==> src/rtl/fd_queue_pkg.sv <==
// Shared definitions for the fetch->decode queue: packet types, the
// common ENABLE/DISABLE signal encoding and the depth ceiling.
package fd_queue_pkg;

    typedef enum logic {
        DISABLE = 1'b0,
        ENABLE  = 1'b1
    } Signal;

    localparam int FDQ_MAX_DEPTH = 16;
    localparam int FDQ_PC_W      = 16;
    localparam int FDQ_INSTR_W   = 9;

    typedef logic [FDQ_PC_W-1:0]    ProgramCounter;
    typedef logic [FDQ_INSTR_W-1:0] Instruction;

    typedef struct packed {
        ProgramCounter next_pc;
        Instruction    instr;
    } FetchPacket;

    // Bundle a next_pc/instruction pair into one packet word.
    function automatic FetchPacket make_packet(input ProgramCounter pc, input Instruction instr);
        FetchPacket pkt;
        pkt.next_pc = pc;
        pkt.instr   = instr;
        return pkt;
    endfunction

endpackage

==> src/rtl/fd_queue_ptr.sv <==
// Wrap-aware pointer register for the fetch->decode queue.
// Counts 0..DEPTH-1 and wraps to 0; DEPTH need not be a power of two.
// clr has priority over inc and returns the pointer to 0.
module fd_queue_ptr
    import fd_queue_pkg::*;
#(
    parameter int DEPTH = 4
) (
    input  logic                     clk,
    input  logic                     rst,
    input  logic                     clr,
    input  logic                     inc,
    output logic [$clog2(DEPTH)-1:0] ptr
);

    localparam int PTR_W = $clog2(DEPTH);

    logic at_last;

    assign at_last = (ptr == PTR_W'(DEPTH - 1));

    // Pointer register: clear to 0, otherwise step by one and wrap at the last entry.
    always_ff @(posedge clk or negedge rst) begin
        if (!rst) begin
            ptr <= '0;
        end else if (clr == ENABLE) begin
            ptr <= '0;
        end else if (inc == ENABLE) begin
            ptr <= at_last ? '0 : ptr + PTR_W'(1);
        end
    end

endmodule

==> src/rtl/fd_queue.sv <==
// Fetch->decode packet queue holding up to DEPTH {next_pc, instr} packets.
// Valid/ready on both sides, a global stall that freezes all state and a
// flush that discards everything held or arriving this cycle.
// Optional feature macro: FD_QUEUE_BYPASS_EN lets a packet arriving at an
// empty queue reach decode in the same cycle; without it the head always
// comes from storage one cycle after the push.
module fd_queue
    import fd_queue_pkg::*;
#(
    parameter int DEPTH   = 4,
    parameter int PC_W    = FDQ_PC_W,
    parameter int INSTR_W = FDQ_INSTR_W
) (
    input  logic                       clk,
    input  logic                       rst,
    input  logic                       stall,
    input  logic                       flush,
    input  logic                       in_valid,
    output logic                       in_ready,
    input  logic [PC_W-1:0]            in_pc,
    input  logic [INSTR_W-1:0]         in_instr,
    output logic                       out_valid,
    input  logic                       out_ready,
    output logic [PC_W-1:0]            out_pc,
    output logic [INSTR_W-1:0]         out_instr,
    output logic [$clog2(DEPTH+1)-1:0] count
);

    localparam int PTR_W    = $clog2(DEPTH);
    localparam int CNT_W    = $clog2(DEPTH + 1);
    localparam bit DEPTH_OK = (DEPTH >= 2) && (DEPTH <= FDQ_MAX_DEPTH);

    logic [PC_W-1:0]    pc_mem    [DEPTH];
    logic [INSTR_W-1:0] instr_mem [DEPTH];

    logic [PTR_W-1:0] rd_ptr;
    logic [PTR_W-1:0] wr_ptr;

    logic not_empty;
    logic full;
    logic push;
    logic pop;
    logic wr_en;
    logic rd_inc;

    assign not_empty = (count != '0);
    assign full      = (count == CNT_W'(DEPTH));

    // A full queue refuses input even when decode pops in the same cycle,
    // so in_ready never depends on out_ready.
    assign in_ready = ~full & (stall == DISABLE) & (flush == DISABLE);
    assign push     = in_valid & in_ready;
    assign pop      = out_valid & out_ready & (stall == DISABLE);

`ifdef FD_QUEUE_BYPASS_EN
    logic bypass_take;

    assign bypass_take = ~not_empty & in_valid & (stall == DISABLE) & (flush == DISABLE);

    assign out_valid = (not_empty | bypass_take) & (flush == DISABLE);
    assign out_pc    = bypass_take ? in_pc    : pc_mem[rd_ptr];
    assign out_instr = bypass_take ? in_instr : instr_mem[rd_ptr];

    // A bypassed packet consumed immediately never touches storage.
    assign wr_en  = push & ~(bypass_take & out_ready);
    assign rd_inc = pop & not_empty;
`else
    assign out_valid = not_empty & (flush == DISABLE);
    assign out_pc    = pc_mem[rd_ptr];
    assign out_instr = instr_mem[rd_ptr];

    assign wr_en  = push;
    assign rd_inc = pop;
`endif

    fd_queue_ptr #(.DEPTH(DEPTH)) u_wr_ptr (
        .clk (clk),
        .rst (rst),
        .clr (flush),
        .inc (wr_en),
        .ptr (wr_ptr)
    );

    fd_queue_ptr #(.DEPTH(DEPTH)) u_rd_ptr (
        .clk (clk),
        .rst (rst),
        .clr (flush),
        .inc (rd_inc),
        .ptr (rd_ptr)
    );

    // Packet storage: cleared on reset, written at the tail on an accepted push.
    always_ff @(posedge clk or negedge rst) begin
        if (!rst) begin
            for (int i = 0; i < DEPTH; i++) begin
                pc_mem[i]    <= '0;
                instr_mem[i] <= '0;
            end
        end else if (wr_en) begin
            pc_mem[wr_ptr]    <= in_pc;
            instr_mem[wr_ptr] <= in_instr;
        end
    end

    // Occupancy: flush empties, push-only grows, pop-only shrinks, both holds.
    always_ff @(posedge clk or negedge rst) begin
        if (!rst) begin
            count <= '0;
        end else if (flush == ENABLE) begin
            count <= '0;
        end else if (wr_en && !rd_inc) begin
            count <= count + CNT_W'(1);
        end else if (!wr_en && rd_inc) begin
            count <= count - CNT_W'(1);
        end
    end

    assert property (@(posedge clk) disable iff (!rst) DEPTH_OK && (count <= CNT_W'(DEPTH)));

endmodule

==> config.mk <==
export PLATFORM = sky130hd
export DESIGN_NAME = fd_queue
export DESIGN_NICKNAME = d
export VERILOG_FILES = /design/src/rtl/fd_queue_pkg.sv /design/src/rtl/fd_queue_ptr.sv /design/src/rtl/fd_queue.sv
export SDC_FILE = /design/constraint.sdc
export NUM_CORES = 1
export LEC_CHECK = 0
export BUFFER_PORTS_ARGS = -buffer_cell sky130_fd_sc_hd__buf_2
export CORE_MARGIN = 5
export CORE_UTILIZATION = 40
export CTS_BUF_LIST = sky130_fd_sc_hd__clkbuf_4
export DETAILED_ROUTE_END_ITERATION = 7
export GPL_TIMING_DRIVEN = 1
export SKIP_CTS_REPAIR_TIMING = 1
export SKIP_LAST_GASP = 1
export SYNTH_ARGS = -nofsm -noshare
export SYNTH_HDL_FRONTEND = slang
export SYNTH_HIERARCHICAL = 1
export SYNTH_SLANG_ARGS = --single-unit
export TNS_END_PERCENT = 10
==> constraint.sdc <==
create_clock -name clk -period 3.7 [get_ports clk]
set_clock_uncertainty 0.2 [all_clocks]
set_input_delay 0.555 -clock clk [delete_from_list [all_inputs] [get_ports clk]]
set_output_delay 0.555 -clock clk [all_outputs]
set_load 0.1 [all_outputs]
* Word-level counts from Yosys, hierarchy flattened
Index checks and enable logic that the tools add are counted.
Storage, ports and cells: flip-flop bits (word level) 107, input port bits 31, output and inout bits 30, word-level logic and storage cells 62
Cells by class: add/subtract/negate cells 4, $lt $le $gt $ge 3, eq/ne operators 3, muxes and demuxes 21, bitwise logic cells 11, reductions and logical operators 9
Operators with widths (number):
- bitwise mux 64 bit | 1
- 2-to-1 mux 16 bit | 3
- bitwise mux 36 bit | 1
- binary-select mux 16 bit (select 2 bit) | 1
- demux 16 bit (select 2 bit) | 1
- 2-to-1 mux 9 bit | 3
- binary-select mux 9 bit (select 2 bit) | 1
- demux 9 bit (select 2 bit) | 1
- 2-to-1 mux 2 bit | 6
- 2-to-1 mux 3 bit | 3
- AND 1 bit | 6
- >= comparator 3 bit (second input constant) | 2
- inverter 2 -> 3 bit | 2
- nonzero test 3 bit | 2
- adder 2 x 1 -> 2 bit (second input constant) | 2
- equality test 2 bit (second input constant) | 2
- nonzero test 2 bit | 2
- adder 3 x 1 -> 3 bit (second input constant) | 1
- equality test 3 bit (second input constant) | 1
- logical AND 1 bit | 3
- less-than comparator 3 x 1 -> 1 bit (second input constant) | 1
- inverter 1 bit | 3
- subtractor 3 x 1 -> 3 bit (second input constant) | 1
- logical NOT 1 bit | 2

* Depth between registers and ports, before layout
depth after elaboration 10, gate-level depth with buffers 8

* Modules after synthesis
The synthesis kept the hierarchy.
By module, submodules not included:
- fd_queue | instances 1, cells an instance 283, area an instance 4739.5 um^2, sequential area each 2577.5 um^2
- fd_queue_ptr | instances 2, cells an instance 8, area an instance 100.1 um^2, sequential area each 50.0 um^2

* Worst setup path before layout
OpenSTA, ideal clock, no wires.
path type flip-flop to output port, from reg count[0], to out out_valid, arrival time 2.712 ns, required time 2.945 ns, setup slack 0.233 ns, cell stages (with the launch flop) 3, buffers on the path 0, path through dfrtp_1 -> nor2_1 -> a21oi_1
Between the ends: longest elaborated chain between the ends 2
RTL lines:
- start: declaration | line fd_queue.sv:26 | output logic [$clog2(DEPTH+1)-1:0] count
- start signal: assignment | line fd_queue.sv:112 | count <= count + CNT_W'(1);
- start signal: assignment | line fd_queue.sv:114 | count <= count - CNT_W'(1);
- nonzero test 3 bit | line fd_queue.sv:46 | assign not_empty = (count != '0);
- AND 1 bit | line fd_queue.sv:68 | assign out_valid = not_empty & (flush == DISABLE);
- end: declaration | line fd_queue.sv:22 | output logic out_valid,
No other way between the ends.

* Worst setup path after layout
from reg u_rd_ptr.ptr[1], to out out_instr[4]
Between the ends: longest elaborated chain between the ends 4
RTL lines:
- start: declaration | line fd_queue_ptr.sv:13 | output logic [$clog2(DEPTH)-1:0] ptr
- start signal: assignment | line fd_queue_ptr.sv:29 | ptr <= at_last ? '0 : ptr + PTR_W'(1);
- inverter 2 -> 3 bit (not written as such) | line fd_queue.sv:70 | assign out_instr = instr_mem[rd_ptr];
- binary-select mux 9 bit (select 2 bit) | line fd_queue.sv:70
- 2-to-1 mux 9 bit (not written as such) (2 in a row) | line fd_queue.sv:70
- end: declaration | line fd_queue.sv:25 | output logic [INSTR_W-1:0] out_instr,
No other way between the ends. The select of a mux whose other input is x is not followed.

==> impl_metrics.py <==
metrics = {
    "status": {
        "status": "finished clean",
    },
    "timing": {
        "period_needed_ns": 3.12,
        "relSlewSlack_pct": 47.7,
        "tns_ns": 0,
        "fmax_mhz": 321,
        "rsz0062_at_grt": "no",
        "slew_violations": 0,
        "setup_viol": 0,
        "hold_viol": 0,
        "worst_pin_slew_ns": 0.764,
        "finalCritPeriodShare_pct": 84.3,
    },
    "floorplanning": {
        "die_h_um": 121,
        "dieArea_um2": 14700,
        "top_level_ports": 61,
        "fp.dieW_um": 121,
        "start_util_pct": 41.0,
        "row_count": 40,
        "core_area_um2": 12100,
    },
    "logic_synthesis": {
        "synthSimpleGateAreaFrac_pct": 4.18,
        "yosysTopAreaCell": "dfrtp_1",
        "syn_area_um2": 4940,
        "avgSynthCellArea_um2": 16.5,
        "yosys-top-cells-count": "107 x dfrtp_1, 76 x mux2_2, 25 x mux4_2",
        "synthXorXnorAreaFrac_pct": 0,
        "synth.area.top_cells": "dfrtp_1 54%, mux2_2 17%, mux4_2 11%",
        "synth_compound_area_share_pct": 1.65,
        "async_flop_share_pct": 100,
        "synth_flop_cell": "dfrtp_1",
        "synth_nets": 333,
        "synth_top_area_share_pct": 54.2,
        "ys_types": 33,
        "syn_inst": 299,
        "synthAdderAreaFrac_pct": 0.912,
        "synth_top_family_by_area": "multiplexers",
        "synthMuxAreaShare_pct": 36.8,
        "yosys.cell_count.top_type": "dfrtp_1",
        "ys_ff_latch": 107,
        "yosys_warnings": 6,
        "synth-edff-count": 0,
        "ys_seq_area_share_pct": 54.2,
    },
    "route": {
        "wl_per_cell_um": 18.1,
        "vias": 2738,
        "via_per_inst": 5.13,
        "totalWireLength_mm": 9.67,
        "drt_iter0_markers": 110,
        "ant_nets": 0,
        "first_pass_iters": 4,
        "drc": 0,
    },
    "cts": {
        "clock_sinks": 107,
        "clockBufferDepth": 2,
        "h-tree-depth": 3,
        "clkLatencyLatePin_ns": 0.44,
        "cts-root-buf": "clkbuf_4",
        "cts.clk_slew.worst_paths_ns": 0.16,
        "tritoncts": "done",
        "numCtsBuffers": 9,
    },
    "worst_hold_path": {
        "hold_class": "in -> reg",
    },
    "final_layout": {
        "final_nets": 394,
        "postLayoutCoreUtil_pct": 46.3,
        "multi_input_area_um2": 2150,
        "register_area_um2": 2680,
        "final_cells": 534,
        "area_growth_pct": 13.0,
        "drive_above_1_share_pct": 58.1,
        "final.fill_count": 1050,
        "design_area_um2": 5580,
    },
    "worst_setup_path": {
        "worst_setup_path_end_kind": "output port",
        "worstPathMaxFanout": 15,
        "reg2reg_slack_ns": 0.65,
        "worstSetupPathType": "reg -> out",
        "cp_data_arrival_time_ns": 2.36,
        "start_kind": "flip-flop",
        "crit_required_ns": 2.94,
    },
    "pwr": {
        "total_power_w": 0.00328,
        "vdd_drop_max_mv": 0.246,
        "power_leakage_nw": 2.64,
        "powerDensity_nw_per_um2": 588,
    },
    "placement": {
        "dp.cells": 516,
        "hpwlAfterDp_mm": 6.19,
        "place_congestion": 0.819,
        "port_buffers": 60,
        "place_area_um2": 5410,
    },
    "grt": {
        "grt_pass1_wl_mm": 16.1,
        "grt_pass1_vias": 2951,
        "gr-usage-all-layers_pct": 14.2,
        "antenna_found_initial": 1,
        "overflow": 0,
        "grt_max_degree": 56,
    },
    "flow_run": {
        "max_cap_viol_count": 0,
    },
}
[where the power goes]
part	leakage [nW]	switching (W)	internal (W)
Combinational	1.14	0.000895	0.000319
Sequential	1.42	0.0000831	0.00133
Clock	0.0899	0.000375	0.000278
Total	2.64	0.00135	0.00193
[placed cells by master (no fill, tap or decap), types with 2 or more instances in the layout]
| cell | Yosys | final |
|---|---|---|
| dfrtp_1 | 107 | 106 |
| mux2_2 | 76 | 76 |
| buf_2 | 9 | 59 |
| mux4_2 | 25 | 25 |
| mux2_4 | 20 | 20 |
| nor2_1 | 10 | 10 |
| clkbuf_4 | 0 | 10 |
| mux2_1 | 6 | 6 |
| buf_4 | 0 | 6 |
| inv_1 | 4 | 4 |
| clkinv_2 | 0 | 4 |
| or3b_1 | 3 | 3 |
| mux2i_1 | 3 | 3 |
| and2_1 | 2 | 2 |
| a21oi_1 | 2 | 2 |
| nand4b_2 | 2 | 2 |
| a2111oi_0 | 2 | 2 |
| bufinv_16 | 0 | 2 |
| nand2b_1 | 2 | 2 |
| a21oi_2 | 2 | 2 |
| ha_1 | 2 | 2 |
[state kept, by name, indices dropped and copies added, names as in the netlist]
register,flops
u_wr_ptr/ptr,2
count,3
pc_mem,64
instr_mem,36
u_rd_ptr/ptr,2
[through the flow]
stage                     setup slack, ns  hold WS [ns]
final                               0.581         0.157
after global routing                0.445         0.130
after CTS                           0.514       -0.0764
after detailed placement            0.675         0.273
after global placement              0.713         0.264
after floorplan                     0.233        0.0594
[worst paths after layout]
check / start / cells after the start / end
worst min register to register: instr_mem[8] / 1 / instr_mem[8]
worst max register to register: count[0] / 7 / count[2]
worst min-delay path: in_instr[2] / 2 / instr_mem[11]
min in group asynchronous: rst / 2 / pc_mem[43]
worst max-delay path: u_rd_ptr/ptr[1] / 3 / out_instr[4]
max in group asynchronous: rst / 3 / instr_mem[13]
[cell families (layout without fill, tap and decap cells)]
| logic type | count (synthesis) | in the layout |
|---|---|---|
| flip-flops | 107 | 107 |
| AO/OA/AOI/OAI | 10 | 10 |
| buffers and inverters | 21 | 87 |
| other | 0 | 1 |
| multiplexers | 130 | 130 |
| AND/OR/NAND/NOR | 28 | 28 |
| adder cells (fa/ha/maj) | 3 | 3 |
[worst max-delay path, cell delays in order, from the launching register on]
cell and delay, ns:
dfrtp_1 0.89, buf_4 0.36, mux4_2 0.24, buf_2 0.43
[cell type report]
class                      count  area share [%]
antenna                        1          0.0448
tap                          168            3.77
timing repair buffer          67            6.64
inverter                       4           0.269
multi-input combinational    171            38.5
sequential                   107            48.0
clock inverter                 6            1.43
clock buffer                  10            1.34
[metal layers]
metal,vias to the layer above,routed length [µm],global-route usage (%)
met1,1436,4490,19.5
met5,-,20,0
met4,2,168,5.31
met2,45,4650,22.5
li1,1240,-,-
met3,15,338,2.84
(Power assumes the default switching activity.)
